[config.mk]
export PLATFORM = sky130hd
export DESIGN_NAME = calc1_top
export DESIGN_NICKNAME = d
export VERILOG_FILES = /design/src/rtl/calc1_pkg.sv /design/src/rtl/calc1_port.sv /design/src/rtl/calc1_top.sv
export SDC_FILE = /design/constraint.sdc
export NUM_CORES = 1
export LEC_CHECK = 0
export ABC_AREA = 1
export ABC_CLOCK_PERIOD_IN_PS = 80600
export CAP_MARGIN = 20
export CORE_MARGIN = 2
export CORE_UTILIZATION = 34
export CTS_CLUSTER_DIAMETER = 30
export CTS_CLUSTER_SIZE = 8
export DETAILED_ROUTE_END_ITERATION = 16
export PLACE_DENSITY_LB_ADDON = 0.2
export SYNTH_ARGS = -nofsm -noshare
export SYNTH_HDL_FRONTEND = slang
export SYNTH_SLANG_ARGS = --single-unit
[constraint.sdc]
create_clock -name c_clk -period 80.6 [get_ports c_clk]
set_input_delay 8.06 -clock c_clk [delete_from_list [all_inputs] [get_ports c_clk]]
set_output_delay 8.06 -clock c_clk [all_outputs]
set_load 0.1 [all_outputs]
[src/rtl/calc1_pkg.sv]
// Shared constants, result type and arbitration helpers for the calc1 block.
package calc1_pkg;

  localparam int unsigned DataW    = 32;
  localparam int unsigned NumPorts = 4;
  localparam int unsigned CmdW     = 4;
  localparam int unsigned RespW    = 2;
  localparam int unsigned PortIdxW = 2;

  localparam logic [CmdW-1:0] CmdNop = 4'd0;
  localparam logic [CmdW-1:0] CmdAdd = 4'd1;
  localparam logic [CmdW-1:0] CmdSub = 4'd2;
  localparam logic [CmdW-1:0] CmdSll = 4'd5;
  localparam logic [CmdW-1:0] CmdSrl = 4'd6;

  localparam logic [RespW-1:0] RespNone    = 2'd0;
  localparam logic [RespW-1:0] RespOk      = 2'd1;
  localparam logic [RespW-1:0] RespOvf     = 2'd2;
  localparam logic [RespW-1:0] RespInvalid = 2'd3;

  typedef struct packed {
    logic [RespW-1:0] resp;
    logic [DataW-1:0] data;
  } result_t;

  function automatic logic is_addsub(input logic [CmdW-1:0] cmd);
    return (cmd == CmdAdd) || (cmd == CmdSub);
  endfunction

  function automatic logic is_shift(input logic [CmdW-1:0] cmd);
    return (cmd == CmdSll) || (cmd == CmdSrl);
  endfunction

  // One-hot grant of the first requester at or after ptr (wrapping).
  // ptr = 0 gives plain fixed priority, port 1 highest.
  function automatic logic [NumPorts-1:0] rr_grant(input logic [NumPorts-1:0] req,
                                                   input logic [PortIdxW-1:0] ptr);
    logic [NumPorts-1:0] gnt;
    logic [PortIdxW-1:0] idx;
    logic                found;
    gnt   = '0;
    found = 1'b0;
    for (int k = 0; k < NumPorts; k++) begin
      idx = ptr + PortIdxW'(k);
      if (!found && req[idx]) begin
        gnt[idx] = 1'b1;
        found    = 1'b1;
      end
    end
    return gnt;
  endfunction

  function automatic logic [PortIdxW-1:0] onehot_idx(input logic [NumPorts-1:0] oh);
    logic [PortIdxW-1:0] idx;
    idx = '0;
    for (int i = 0; i < NumPorts; i++) begin
      if (oh[i]) idx = PortIdxW'(i);
    end
    return idx;
  endfunction

endpackage

[src/rtl/calc1_port.sv]
// One request port: captures cmd/operand1 then operand2, holds the request
// until granted (invalid commands complete on their own) and registers the
// one-cycle response.
module calc1_port
  import calc1_pkg::*;
(
  input  logic             clk_i,
  input  logic             rst_i,
  input  logic [CmdW-1:0]  cmd_i,
  input  logic [DataW-1:0] data_i,
  output logic             pend_o,
  output logic [CmdW-1:0]  cmd_o,
  output logic [DataW-1:0] op1_o,
  output logic [DataW-1:0] op2_o,
  input  logic             gnt_i,
  input  result_t          res_i,
  output result_t          out_o
);

  localparam logic [1:0] StIdle = 2'd0;
  localparam logic [1:0] StOp2  = 2'd1;
  localparam logic [1:0] StPend = 2'd2;

  logic [1:0]       state_q, state_d;
  logic [CmdW-1:0]  cmd_q, cmd_d;
  logic [DataW-1:0] op1_q, op1_d;
  logic [DataW-1:0] op2_q, op2_d;
  result_t          out_q, out_d;
  logic             valid_cmd;

  assign valid_cmd = is_addsub(cmd_q) || is_shift(cmd_q);

  // Next state: capture, wait for grant, and build the one-cycle response.
  always_comb begin
    state_d = state_q;
    cmd_d   = cmd_q;
    op1_d   = op1_q;
    op2_d   = op2_q;
    out_d   = '{resp: RespNone, data: '0};
    case (state_q)
      StIdle: begin
        if (cmd_i != CmdNop) begin
          cmd_d   = cmd_i;
          op1_d   = data_i;
          state_d = StOp2;
        end
      end
      StOp2: begin
        op2_d   = data_i;
        state_d = StPend;
      end
      StPend: begin
        if (!valid_cmd) begin
          out_d.resp = RespInvalid;
          state_d    = StIdle;
        end else if (gnt_i) begin
          out_d.resp = res_i.resp;
          out_d.data = (res_i.resp == RespOk) ? res_i.data : '0;
          state_d    = StIdle;
        end
      end
      default: state_d = StIdle;
    endcase
  end

  // State and response registers; reset drops any in-flight command.
  always_ff @(posedge clk_i or posedge rst_i) begin
    if (rst_i) begin
      state_q <= StIdle;
      cmd_q   <= CmdNop;
      op1_q   <= '0;
      op2_q   <= '0;
      out_q   <= '{resp: RespNone, data: '0};
    end else begin
      state_q <= state_d;
      cmd_q   <= cmd_d;
      op1_q   <= op1_d;
      op2_q   <= op2_d;
      out_q   <= out_d;
    end
  end

  // Only valid commands compete for a unit.
  assign pend_o = (state_q == StPend) && valid_cmd;
  assign cmd_o  = cmd_q;
  assign op1_o  = op1_q;
  assign op2_o  = op2_q;
  assign out_o  = out_q;

endmodule

[src/rtl/calc1_top.sv]
// Four-port calculator: shared add/sub unit and shared shift unit, each with
// its own arbiter. Define CALC1_FAIR_ARB_EN for round-robin arbitration;
// otherwise fixed priority, port 1 highest.
module calc1_top
  import calc1_pkg::*;
(
  input  logic        c_clk,
  input  logic [1:7]  reset,
  input  logic [0:3]  req1_cmd_in,
  input  logic [0:31] req1_data_in,
  input  logic [0:3]  req2_cmd_in,
  input  logic [0:31] req2_data_in,
  input  logic [0:3]  req3_cmd_in,
  input  logic [0:31] req3_data_in,
  input  logic [0:3]  req4_cmd_in,
  input  logic [0:31] req4_data_in,
  output logic [0:31] out_data1,
  output logic [0:1]  out_resp1,
  output logic [0:31] out_data2,
  output logic [0:1]  out_resp2,
  output logic [0:31] out_data3,
  output logic [0:1]  out_resp3,
  output logic [0:31] out_data4,
  output logic [0:1]  out_resp4,
  input  logic        a_clk,
  input  logic        b_clk,
  input  logic        scan_in,
  output logic        scan_out,
  input  logic [0:3]  error_found
);

  logic rst;
  assign rst = |reset;

  // Scan and fault-injection inputs have no function here.
  logic unused_scan;
  assign unused_scan = ^{a_clk, b_clk, scan_in, error_found};
  assign scan_out    = 1'b0;

  logic [CmdW-1:0]     cmd_in  [NumPorts];
  logic [DataW-1:0]    data_in [NumPorts];
  logic [CmdW-1:0]     p_cmd   [NumPorts];
  logic [DataW-1:0]    p_op1   [NumPorts];
  logic [DataW-1:0]    p_op2   [NumPorts];
  result_t             p_res   [NumPorts];
  result_t             p_out   [NumPorts];
  logic [NumPorts-1:0] p_pend, p_gnt, as_req, sh_req, as_gnt, sh_gnt;

  // MSB-first port vectors map value-preserving onto [N-1:0] internals.
  assign cmd_in[0]  = req1_cmd_in;
  assign cmd_in[1]  = req2_cmd_in;
  assign cmd_in[2]  = req3_cmd_in;
  assign cmd_in[3]  = req4_cmd_in;
  assign data_in[0] = req1_data_in;
  assign data_in[1] = req2_data_in;
  assign data_in[2] = req3_data_in;
  assign data_in[3] = req4_data_in;

  for (genvar i = 0; i < NumPorts; i++) begin : g_port
    calc1_port u_port (
      .clk_i  (c_clk),
      .rst_i  (rst),
      .cmd_i  (cmd_in[i]),
      .data_i (data_in[i]),
      .pend_o (p_pend[i]),
      .cmd_o  (p_cmd[i]),
      .op1_o  (p_op1[i]),
      .op2_o  (p_op2[i]),
      .gnt_i  (p_gnt[i]),
      .res_i  (p_res[i]),
      .out_o  (p_out[i])
    );
    assign as_req[i] = p_pend[i] && is_addsub(p_cmd[i]);
    assign sh_req[i] = p_pend[i] && is_shift(p_cmd[i]);
    assign p_gnt[i]  = as_gnt[i] | sh_gnt[i];
  end

`ifdef CALC1_FAIR_ARB_EN
  logic [PortIdxW-1:0] as_ptr_q, as_ptr_d, sh_ptr_q, sh_ptr_d;

  assign as_gnt = rr_grant(as_req, as_ptr_q);
  assign sh_gnt = rr_grant(sh_req, sh_ptr_q);

  // Pointers move to the port after the last one granted.
  always_comb begin
    as_ptr_d = as_ptr_q;
    sh_ptr_d = sh_ptr_q;
    if (|as_gnt) as_ptr_d = onehot_idx(as_gnt) + 2'd1;
    if (|sh_gnt) sh_ptr_d = onehot_idx(sh_gnt) + 2'd1;
  end

  // Round-robin pointer registers, reset to port 1.
  always_ff @(posedge c_clk or posedge rst) begin
    if (rst) begin
      as_ptr_q <= '0;
      sh_ptr_q <= '0;
    end else begin
      as_ptr_q <= as_ptr_d;
      sh_ptr_q <= sh_ptr_d;
    end
  end
`else
  assign as_gnt = rr_grant(as_req, '0);
  assign sh_gnt = rr_grant(sh_req, '0);
`endif

  logic [CmdW-1:0]  as_cmd, sh_cmd;
  logic [DataW-1:0] as_a, as_b, sh_a, sh_b;
  logic [DataW:0]   as_sum;
  result_t          as_res, sh_res;

  // Route the granted port's operands to each shared unit.
  always_comb begin
    as_cmd = CmdNop;
    as_a   = '0;
    as_b   = '0;
    sh_cmd = CmdNop;
    sh_a   = '0;
    sh_b   = '0;
    for (int i = 0; i < NumPorts; i++) begin
      if (as_gnt[i]) begin
        as_cmd = p_cmd[i];
        as_a   = p_op1[i];
        as_b   = p_op2[i];
      end
      if (sh_gnt[i]) begin
        sh_cmd = p_cmd[i];
        sh_a   = p_op1[i];
        sh_b   = p_op2[i];
      end
    end
  end

  // Add/sub unit: carry out or borrow reports overflow with zero data.
  always_comb begin
    as_sum = {1'b0, as_a} + {1'b0, as_b};
    as_res = '{resp: RespOk, data: '0};
    if (as_cmd == CmdSub) begin
      if (as_b > as_a) as_res.resp = RespOvf;
      else             as_res.data = as_a - as_b;
    end else if (as_sum[DataW]) begin
      as_res.resp = RespOvf;
    end else begin
      as_res.data = as_sum[DataW-1:0];
    end
  end

  // Shift unit: amount is the low five bits of operand 2, zero fill.
  always_comb begin
    sh_res.resp = RespOk;
    sh_res.data = (sh_cmd == CmdSll) ? (sh_a << sh_b[4:0]) : (sh_a >> sh_b[4:0]);
  end

  // A port holds one command, so at most one unit grants it per cycle.
  always_comb begin
    for (int i = 0; i < NumPorts; i++) begin
      p_res[i] = as_gnt[i] ? as_res : sh_res;
    end
  end

  assign out_data1 = p_out[0].data;
  assign out_resp1 = p_out[0].resp;
  assign out_data2 = p_out[1].data;
  assign out_resp2 = p_out[1].resp;
  assign out_data3 = p_out[2].data;
  assign out_resp3 = p_out[2].resp;
  assign out_data4 = p_out[3].data;
  assign out_resp4 = p_out[3].resp;

endmodule

== Yosys cells after proc, flatten, opt, wreduce, memory -nomap -nowiden ==
Index checks and enable logic that the tools add are counted.
Word-level totals
  register bits after elaboration: 416
  memories: 0
  latch bits: 0
  bits in read-only memories: 0
  memory bits (writable): 0
Cells by class
  reductions and logical operators: 53
  equal/unequal tests: 38
  muxes and demuxes: 82
  $mul: 0
  add/sub/neg operators: 2
  div/mod/pow operators: 0
  $lt $le $gt $ge: 1
  bitwise operators: 4
  shift-type cells: 2
Operator list (number)
  2-to-1 mux 32 bit: 23
  2-to-1 mux 34 bit: 13
  == test 4 x 3 -> 1 bit, second input constant: 9
  2-to-1 mux 2 bit: 18
  adder 32 x 32 -> 33 bit: 1
  greater-than comparator 32 bit: 1
  2-to-1 mux 4 bit: 8
  << shifter 32 x 5 -> 32 bit: 1
  >> shifter 32 x 5 -> 32 bit: 1
  subtractor 32 bit: 1
  case mux 2 bit (3 select lines): 4
  == test 4 x 2 -> 1 bit, second input constant: 5
  2-to-1 mux 5 bit: 4
  logical AND 1 bit: 18
  == test 2 x 1 -> 1 bit, second input constant: 8
  == test 4 x 1 -> 1 bit, second input constant: 4
  AND reduction 2 bit: 8
  nonzero test 4 bit: 4
  logical OR 1 bit: 12
  2-to-1 mux 1 bit: 12
  inequality test 3 x 2 -> 1 bit, second input constant: 4
  == test 2 bit, second input constant: 4
  zero test 2 bit: 4
  inequality test 2 x 1 -> 1 bit, second input constant: 4
  other kinds (3): 11

== Longest topological paths before layout ==
Gate-level depths: netlist (run 1).
  depth in word-level cells: 25
  gate-level depth with buffers: 38
  gate-level depth less buffers: 35

== Hierarchy ==
Synthesis (run 1) repeated with hierarchy kept, for this count alone.
Second synthesis, totals
  cells, all modules: 4148
  area, all modules: 28424.8 µm²
By module, submodules not included
  calc1_port: cells an instance 426, times used 4, sequential area each 2602.5 µm², area an instance 4157.7 µm²
  calc1_top: cells an instance 2444, times used 1, sequential area each 0.0 µm², area an instance 11793.8 µm²

== Least setup slack after synthesis (run 1) ==
No wires, ideal clock.
  path type: input -> register
  from: in req1_cmd_in[0] in the netlist's numbering
  to: reg g_port[0].u_port.op1_q[0]
  setup slack: 71.554 ns
  stages on the path: 7
  required time: 80.534 ns
  buffers on the path: 2
  arrival time: 8.980 ns
  cells stage by stage: inv_1 nand4_1 nand3_1 clkbuf_1 clkbuf_1 nand2_1 nand2_1
On the way
  longest elaborated chain between the ends: 2
Ends and longest elaborated chain
  start, declared: RTL line calc1_top.sv:9  | input logic [0:3] req1_cmd_in,
  nonzero test 4 bit: RTL line calc1_port.sv:42  | if (cmd_i != CmdNop) begin
  AND reduction 2 bit (no source line)
  end signal, assigned: RTL line calc1_port.sv:77  | op1_q <= op1_d;
  end, declared: RTL line calc1_port.sv:26  | logic [DataW-1:0] op1_q, op1_d;
No other way between the ends.
A chain may end at the register's enable or synchronous reset.

==> results of run 1 <==
==> final timing paths <==
| check | start | end | slack (ns) |
|---|---|---|---|
| max reg2reg | g_port[0].u_port.state_q[1] | g_port[2].u_port.out_o[32] | 71.83 |
| min in group asynchronous | reset[1] | g_port[0].u_port.out_o[20] | 8.24 |
| min reg2reg | g_port[2].u_port.op2_o[17] | g_port[2].u_port.op2_o[17] | 0.48 |
| max in group c_clk | g_port[1].u_port.out_o[30] | out_data2[1] | 70.35 |
| max | reset[6] | g_port[3].u_port.op1_o[8] | 69.67 |
| min | g_port[2].u_port.op2_o[17] | g_port[2].u_port.op2_o[17] | 0.48 |
==> registers in the layout, indices dropped and copies added (netlist names) <==
register	count
g_port.u_port.out_o	136
g_port.u_port.state_q	8
g_port.u_port.op1_o	128
g_port.u_port.cmd_o	16
g_port.u_port.op2_o	128
==> Yosys cell counts, types with 17 or more instances <==
cell,instances
inv_1,317
nand3b_1,22
a21oi_1,120
nand3_1,466
buf_1,17
ha_1,65
dfrtp_1,416
buf_2,47
xor2_1,54
o21ai_1,30
nand4_1,40
clkbuf_1,143
a22oi_1,76
nand2_1,1116
nor2_1,378
o21ai_0,335
==> layer usage <==
layer  vias up  track usage [%]
met4         0             15.8
met5         -                0
met2      1147             44.5
met1     12805             36.1
li1      12876                -
met3       219             4.13
==> cells in the final DEF (no fill, tap or decap), drive strengths merged <==
cell	count
ha	65
a21boi	5
nand4	42
o21bai	3
xor2	54
or4	1
nor2	388
nand3	473
a211o	1
fa	2
o21ai	371
clkdlybuf4s50	287
a22oi	76
o31ai	6
o21a	4
buf	38
a221oi	15
conb	1
a21o	5
clkbuf	130
clkinvlp	7
and2	1
o22ai	15
inv	332
nor4	7
a31oi	9
nand2	1123
o2111ai	1
a21oi	124
o221ai	1
or2	2
nor3	8
nand3b	22
bufinv	18
xnor2	1
clkinv	39
dfrtp	416
o211ai	7
==> critical path: cells and delay by family <==
family | cells | cell delay (ns)
simple gates | 2 | 0.68
buf+inv | 4 | 2.70
==> power by group through the flow <==
stage          combinational, mW  sequential [mW]  clock (mW)
2_1_floorplan              0.498            0.369           0
3_3_place_gp               0.761            0.337           0
3_5_place_dp               0.766            0.339           0
4_1_cts                    0.770            0.337       0.449
5_1_grt                    0.858            0.347       0.462
6_report                   0.780            0.338       0.443
==> cell type report <==
cell class / instances / area [sq um] / area share, %
Multi-Input combinational cell: 2833 / 13800 / 40.9
Sequential cell: 416 / 10400 / 30.9
Timing Repair Buffer: 325 / 3170 / 9.40
Clock buffer: 130 / 2850 / 8.44
Tap cell: 1040 / 1300 / 3.86
Inverter: 334 / 1260 / 3.73
Clock inverter: 62 / 948 / 2.81
==> kinds of logic (layout without fill, tap and decap cells) <==
kind of cell,Yosys count,after routing,synth area share [%]
AND/OR/NAND/NOR,2067,2067,33.1
AO/OA/AOI/OAI,643,643,13.8
buffers and inverters,559,851,8.53
flip-flops,416,416,39.4
adder cells (fa/ha/maj),67,67,3.23
XOR/XNOR,55,55,1.83
other,1,1,0.0142
==> metrics by stage <==
| step | setup slack (ns) | cell area, sq um | utilization (%) | hold WS, ns |
|---|---|---|---|---|
| after floorplan | 14.80 | 26400 | - | 0.448 |
| after global placement | 68.86 | 29900 | 38.8 | 0.459 |
| after detailed placement | 68.87 | 29900 | 38.8 | 0.468 |
| after CTS | 69.56 | 33700 | 43.7 | 0.478 |
| after global routing | 69.24 | 33700 | 43.7 | 0.493 |
| final | 69.67 | 33700 | 43.7 | 0.476 |
==> results.sh, run 1 <==
export IMPL_arrival_ns=11.58
export IMPL_place_inst=4948
export IMPL_fmax_mhz=91.5
export IMPL_drc=0
export IMPL_yosys_warnings=0
export IMPL_post_cts_buffers=0
export IMPL_clkSinkCount=416
export IMPL_finalPower_mw=1.56
export IMPL_clockBufferDepth=3
export IMPL_first_pass_iters=6
export IMPL_intPower_mw=0.816
export IMPL_io_pins=296
export IMPL_clockPowerShare_pct=28.4
export IMPL_start_kind="input port"
export IMPL_comb_power_share_pct=50.0
export IMPL_critPathMaxFanout=145
export IMPL_setup_viol=0
export IMPL_port_buffers=287
export IMPL_slowest_delay_ns=0.88
export IMPL_critPathSlowestCell="buf_4"
export IMPL_syn_num_nets=4034
export IMPL_grt_antenna_before_repair=0
export IMPL_worst_ir_drop_vdd_uv=23.4
export IMPL_switching_power_mw=0.746
export IMPL_drive_above_1_share_pct=7.00
export IMPL_start_util_pct=34.2
export IMPL_num_antenna_cells=0
export IMPL_synthTopCellsByArea="dfrtp_1 (39%), nand2_1 (16%), nand3_1 (8.8%)"
export IMPL_met1Wirelength_mm=46.7
export IMPL_synth_ff_type="dfrtp_1"
export IMPL_nNetsFinal=4239
export IMPL_fin_cells=5140
export IMPL_synth_largest_area_cell="dfrtp_1"
export IMPL_yosys_area_top_type_share_pct=39.4
export IMPL_num_rows=102
export IMPL_rsz0062_at_grt="false"
export IMPL_grt_pass1_vias=26268
export IMPL_grt_max_degree=146
export IMPL_whs_path_depth=2
export IMPL_p_seq_share_pct=21.6
export IMPL_met3_wirelength_mm=7.55
export IMPL_crit_type="in -> async"
export IMPL_fillers=8086
export IMPL_route_met2_wl_mm=50.2
export IMPL_cts_resized=0
export IMPL_syn_area_sq_um=26400
export IMPL_die_y_um=283
export IMPL_syn_inst=3808
export IMPL_wire_per_inst_um=21.7
export IMPL_syn2layout_area_growth_pct=27.8
export IMPL_htreeDepth=3
export IMPL_cap_violations=0
export IMPL_avgSynthCellArea_sq_um=6.93
export IMPL_post_synth_num_cell_types=56
export IMPL_grt_overflow_total=0
export IMPL_tightest_slew_ns=1.14
export IMPL_finalHoldViolCount=0
export IMPL_drtIter0Drc=2703
export IMPL_dp_hpwl_mm=82.3
export IMPL_cts_hold_buf=0
export IMPL_ys_ff_latch=416
export IMPL_powerDensity_nw_per_um2=46.3
export IMPL_routed_wl_mm=111
export IMPL_required_ns=81.25
export IMPL_async_flop_share_pct=100
export IMPL_skew_ns=0.0584
export IMPL_track_usage_pct=27.9
export IMPL_tritoncts="yes"
export IMPL_die_x_um=283
export IMPL_insertion_delay_ns=0.68
export IMPL_synth_yosys_seq_area_share_pct=39.4
export IMPL_clock_root_buffer="clkbuf_16"
export IMPL_report_final_slew_viol_count=0
export IMPL_cp_common_cell="buf_4"
export IMPL_leakage_nw=17.0
export IMPL_period_needed_ns=10.93
export IMPL_numCtsBuffers=103
export IMPL_grt_pass1_wl_mm=165
export IMPL_final_antenna_net_count=0
export IMPL_dieArea_sq_um=79900
export IMPL_r2r_cells=29
export IMPL_max_slew_margin_pct=23.7
export IMPL_vias_per_cell=5.26
export IMPL_endpoint_kind="async pin"
export IMPL_vias=27047
export IMPL_period_share_pct=13.6
export IMPL_sw_frac_of_total_pct=47.7
export IMPL_crit_chain="clkdlybuf4s50_1 > or4_1 > nor4_2 > buf_4 > buf_12 > buf_4"
export IMPL_status="finished, final reports clean"
export IMPL_clkTransAtPathRegs_ns=0.05
export IMPL_top_layer_used="met4"
export IMPL_synth_edf_count=0
export IMPL_core_area_sq_um=77200
export IMPL_tns_ns=0
export IMPL_gp_congestion=0.973
export IMPL_hp_class="reg -> reg"
Power figures use the tool's default switching activity.
==> run 2, diff against run 1 <==
Settings changed: ABC_CLOCK_PERIOD_IN_PS 80600 to 10900.
Clock period 80.6 ns to 10.9 ns, I/O delays scaled along.
==> results.sh, run 2 (synthesized netlist as in run 1, its figures left out) <==
export IMPL_reg2reg_from="g_port[0].u_port.state_q[1]"
export IMPL_period_share_pct=73.3
export IMPL_post_route_util_pct=43.6
export IMPL_start_util_pct=34.2
export IMPL_pre_cts_slack_ns=3.10
export IMPL_cap_violations=0
export IMPL_rsz0062_at_grt="false"
export IMPL_leakage_nw=16.9
export IMPL_htreeDepth=3
export IMPL_clkSinkCount=416
export IMPL_fmax_mhz=125
export IMPL_tightest_slew_ns=1.10
export IMPL_arrival_ns=8.54
export IMPL_final_antenna_net_count=0
export IMPL_first_pass_iters=5
export IMPL_clock_root_buffer="clkbuf_16"
export IMPL_numCtsBuffers=103
export IMPL_critPathMaxFanout=44
export IMPL_grt_pass1_vias=25947
export IMPL_die_y_um=283
export IMPL_grt_max_degree=154
export IMPL_post_cts_buffers=0
export IMPL_num_rows=102
export IMPL_final_cell_mix="nand2_1 (1112), nand3_1 (463), dfrtp_1 (416)"
export IMPL_endpoint_kind="flop"
export IMPL_grt_antenna_before_repair=1
export IMPL_clkTransAtPathRegs_ns=0.05
export IMPL_finalPower_mw=11.5
export IMPL_dp_hpwl_mm=82.3
export IMPL_fillers=8043
export IMPL_r2r_end="g_port[3].u_port.out_o[15]"
export IMPL_hp_start="g_port[2].u_port.op2_o[5]"
export IMPL_die_x_um=283
export IMPL_drive_above_1_share_pct=6.65
export IMPL_grt_pass1_wl_mm=165
export IMPL_vias_per_cell=5.28
export IMPL_critPathSlowestCell="a22oi_1"
export IMPL_routed_wl_mm=112
export IMPL_syn2layout_area_growth_pct=27.5
export IMPL_start_kind="flop"
export IMPL_whs_path_depth=2
export IMPL_slowest_delay_ns=0.70
export IMPL_report_final_slew_viol_count=0
export IMPL_period_needed_ns=7.99
export IMPL_cp_common_cell="nand2_1"
export IMPL_clockBufferDepth=3
export IMPL_gp_congestion=0.968
export IMPL_drc=0
export IMPL_finalWorstSetupSlack_ns=2.91
export IMPL_powerDensity_nw_per_um2=341
export IMPL_r2r_cells=32
export IMPL_insertion_delay_ns=0.69
export IMPL_tritoncts="yes"
export IMPL_drtIter0Drc=2655
export IMPL_hold_slack_ns=0.473
export IMPL_final_common_cell="nand2_1"
export IMPL_skew_ns=0.0611
export IMPL_core_area_sq_um=77200
export IMPL_required_ns=11.45
export IMPL_track_usage_pct=27.9
export IMPL_hp_class="reg -> reg"
export IMPL_vias=27121
export IMPL_finalHoldViolCount=0
export IMPL_dieArea_sq_um=79900
export IMPL_max_slew_margin_pct=26.9
export IMPL_setup_viol=0
export IMPL_status="finished, final reports clean"
export IMPL_cts_hold_buf=0
export IMPL_crit_type="reg -> reg"
export IMPL_holdPathEnd="g_port[2].u_port.op2_o[5]"
export IMPL_nNetsFinal=4238
export IMPL_grt_overflow_total=0
export IMPL_port_buffers=287
export IMPL_cts_resized=0
export IMPL_regToRegSetupSlack_ns=2.91
export IMPL_io_pins=296
export IMPL_wire_per_inst_um=21.8
export IMPL_largest_reg_flops=136
export IMPL_worst_ir_drop_vdd_uv=145
run 2: changes by cell type in the layout (fill, tap and decap cells not counted), sizes merged:
cell      delta
diode        +1
clkbuf      +13
clkinv      -12
clkinvlp     -2
buf          -1
bufinv       -5
run 2: how the worst max path moves through the flow:
| stage | end | cells past startpoint | startpoint | slack (ns) |
|---|---|---|---|---|
| 2_1_floorplan | g_port[0].u_port.cmd_o[0] | 2 | reset[6] | -8.83 |
| 3_3_place_gp | g_port[2].u_port.out_o[32] | 30 | g_port[0].u_port.state_q[1] | 3.19 |
| 3_5_place_dp | g_port[2].u_port.out_o[13] | 32 | g_port[0].u_port.state_q[1] | 3.10 |
| 4_1_cts | g_port[0].u_port.out_o[13] | 32 | g_port[0].u_port.state_q[1] | 3.06 |
| 5_1_grt | g_port[2].u_port.out_o[32] | 30 | g_port[0].u_port.state_q[1] | 2.47 |
| 6_report | g_port[3].u_port.out_o[15] | 32 | g_port[0].u_port.state_q[1] | 2.91 |
run 2: layout make-up:
cell class / count / area, sq um / share of cell area (%)
Inverter: 334 / 1260 / 3.74
Tap cell: 1040 / 1300 / 3.87
Clock buffer: 143 / 2950 / 8.76
Clock inverter: 43 / 727 / 2.16
Timing Repair Buffer: 324 / 3200 / 9.49
Multi-Input combinational cell: 2833 / 13800 / 41.0
Antenna cell: 1 / 2.50 / 0.00743
Sequential cell: 416 / 10400 / 30.9
run 2: worst max-delay path, delay by kind of cell (launching register included):
family                     cells  cell delay [ns]
AOI/OAI and AO/OA              3             1.46
adders and majority gates      2             0.70
buffers and inverters          8             1.84
DFF                            1             0.32
and+or+nand+nor               19             3.38
run 2: power by group:
part | internal [mW] | switching, mW | total (mW)
registers | 2.13 | 0.373 | 2.51
clock network | 2.19 | 0.978 | 3.16
logic | 1.63 | 4.17 | 5.80
total | 5.95 | 5.52 | 11.5
run 2: per-stage QoR:
| stage | instances | area, sq um | setup TNS [ns] |
|---|---|---|---|
| after floorplan | 3808 | 26400 | -3672.90 |
| after global placement | 4946 | 30000 | 0 |
| after detailed placement | 4947 | 30000 | 0 |
| after CTS | 5133 | 33700 | 0 |
| after global routing | 5133 | 33700 | 0 |
| final | 5134 | 33700 | 0 |
run 2: routing by layer:
layer / GRT usage, % / vias to the layer above / part of all wire (%)
met4: 14.3 / 0 / 5.4
met3: 4.30 / 219 / 6.7
li1: - / 12870 / -
met2: 45.2 / 1116 / 46
met5: 0 / - / 0
met1: 36.0 / 12916 / 42
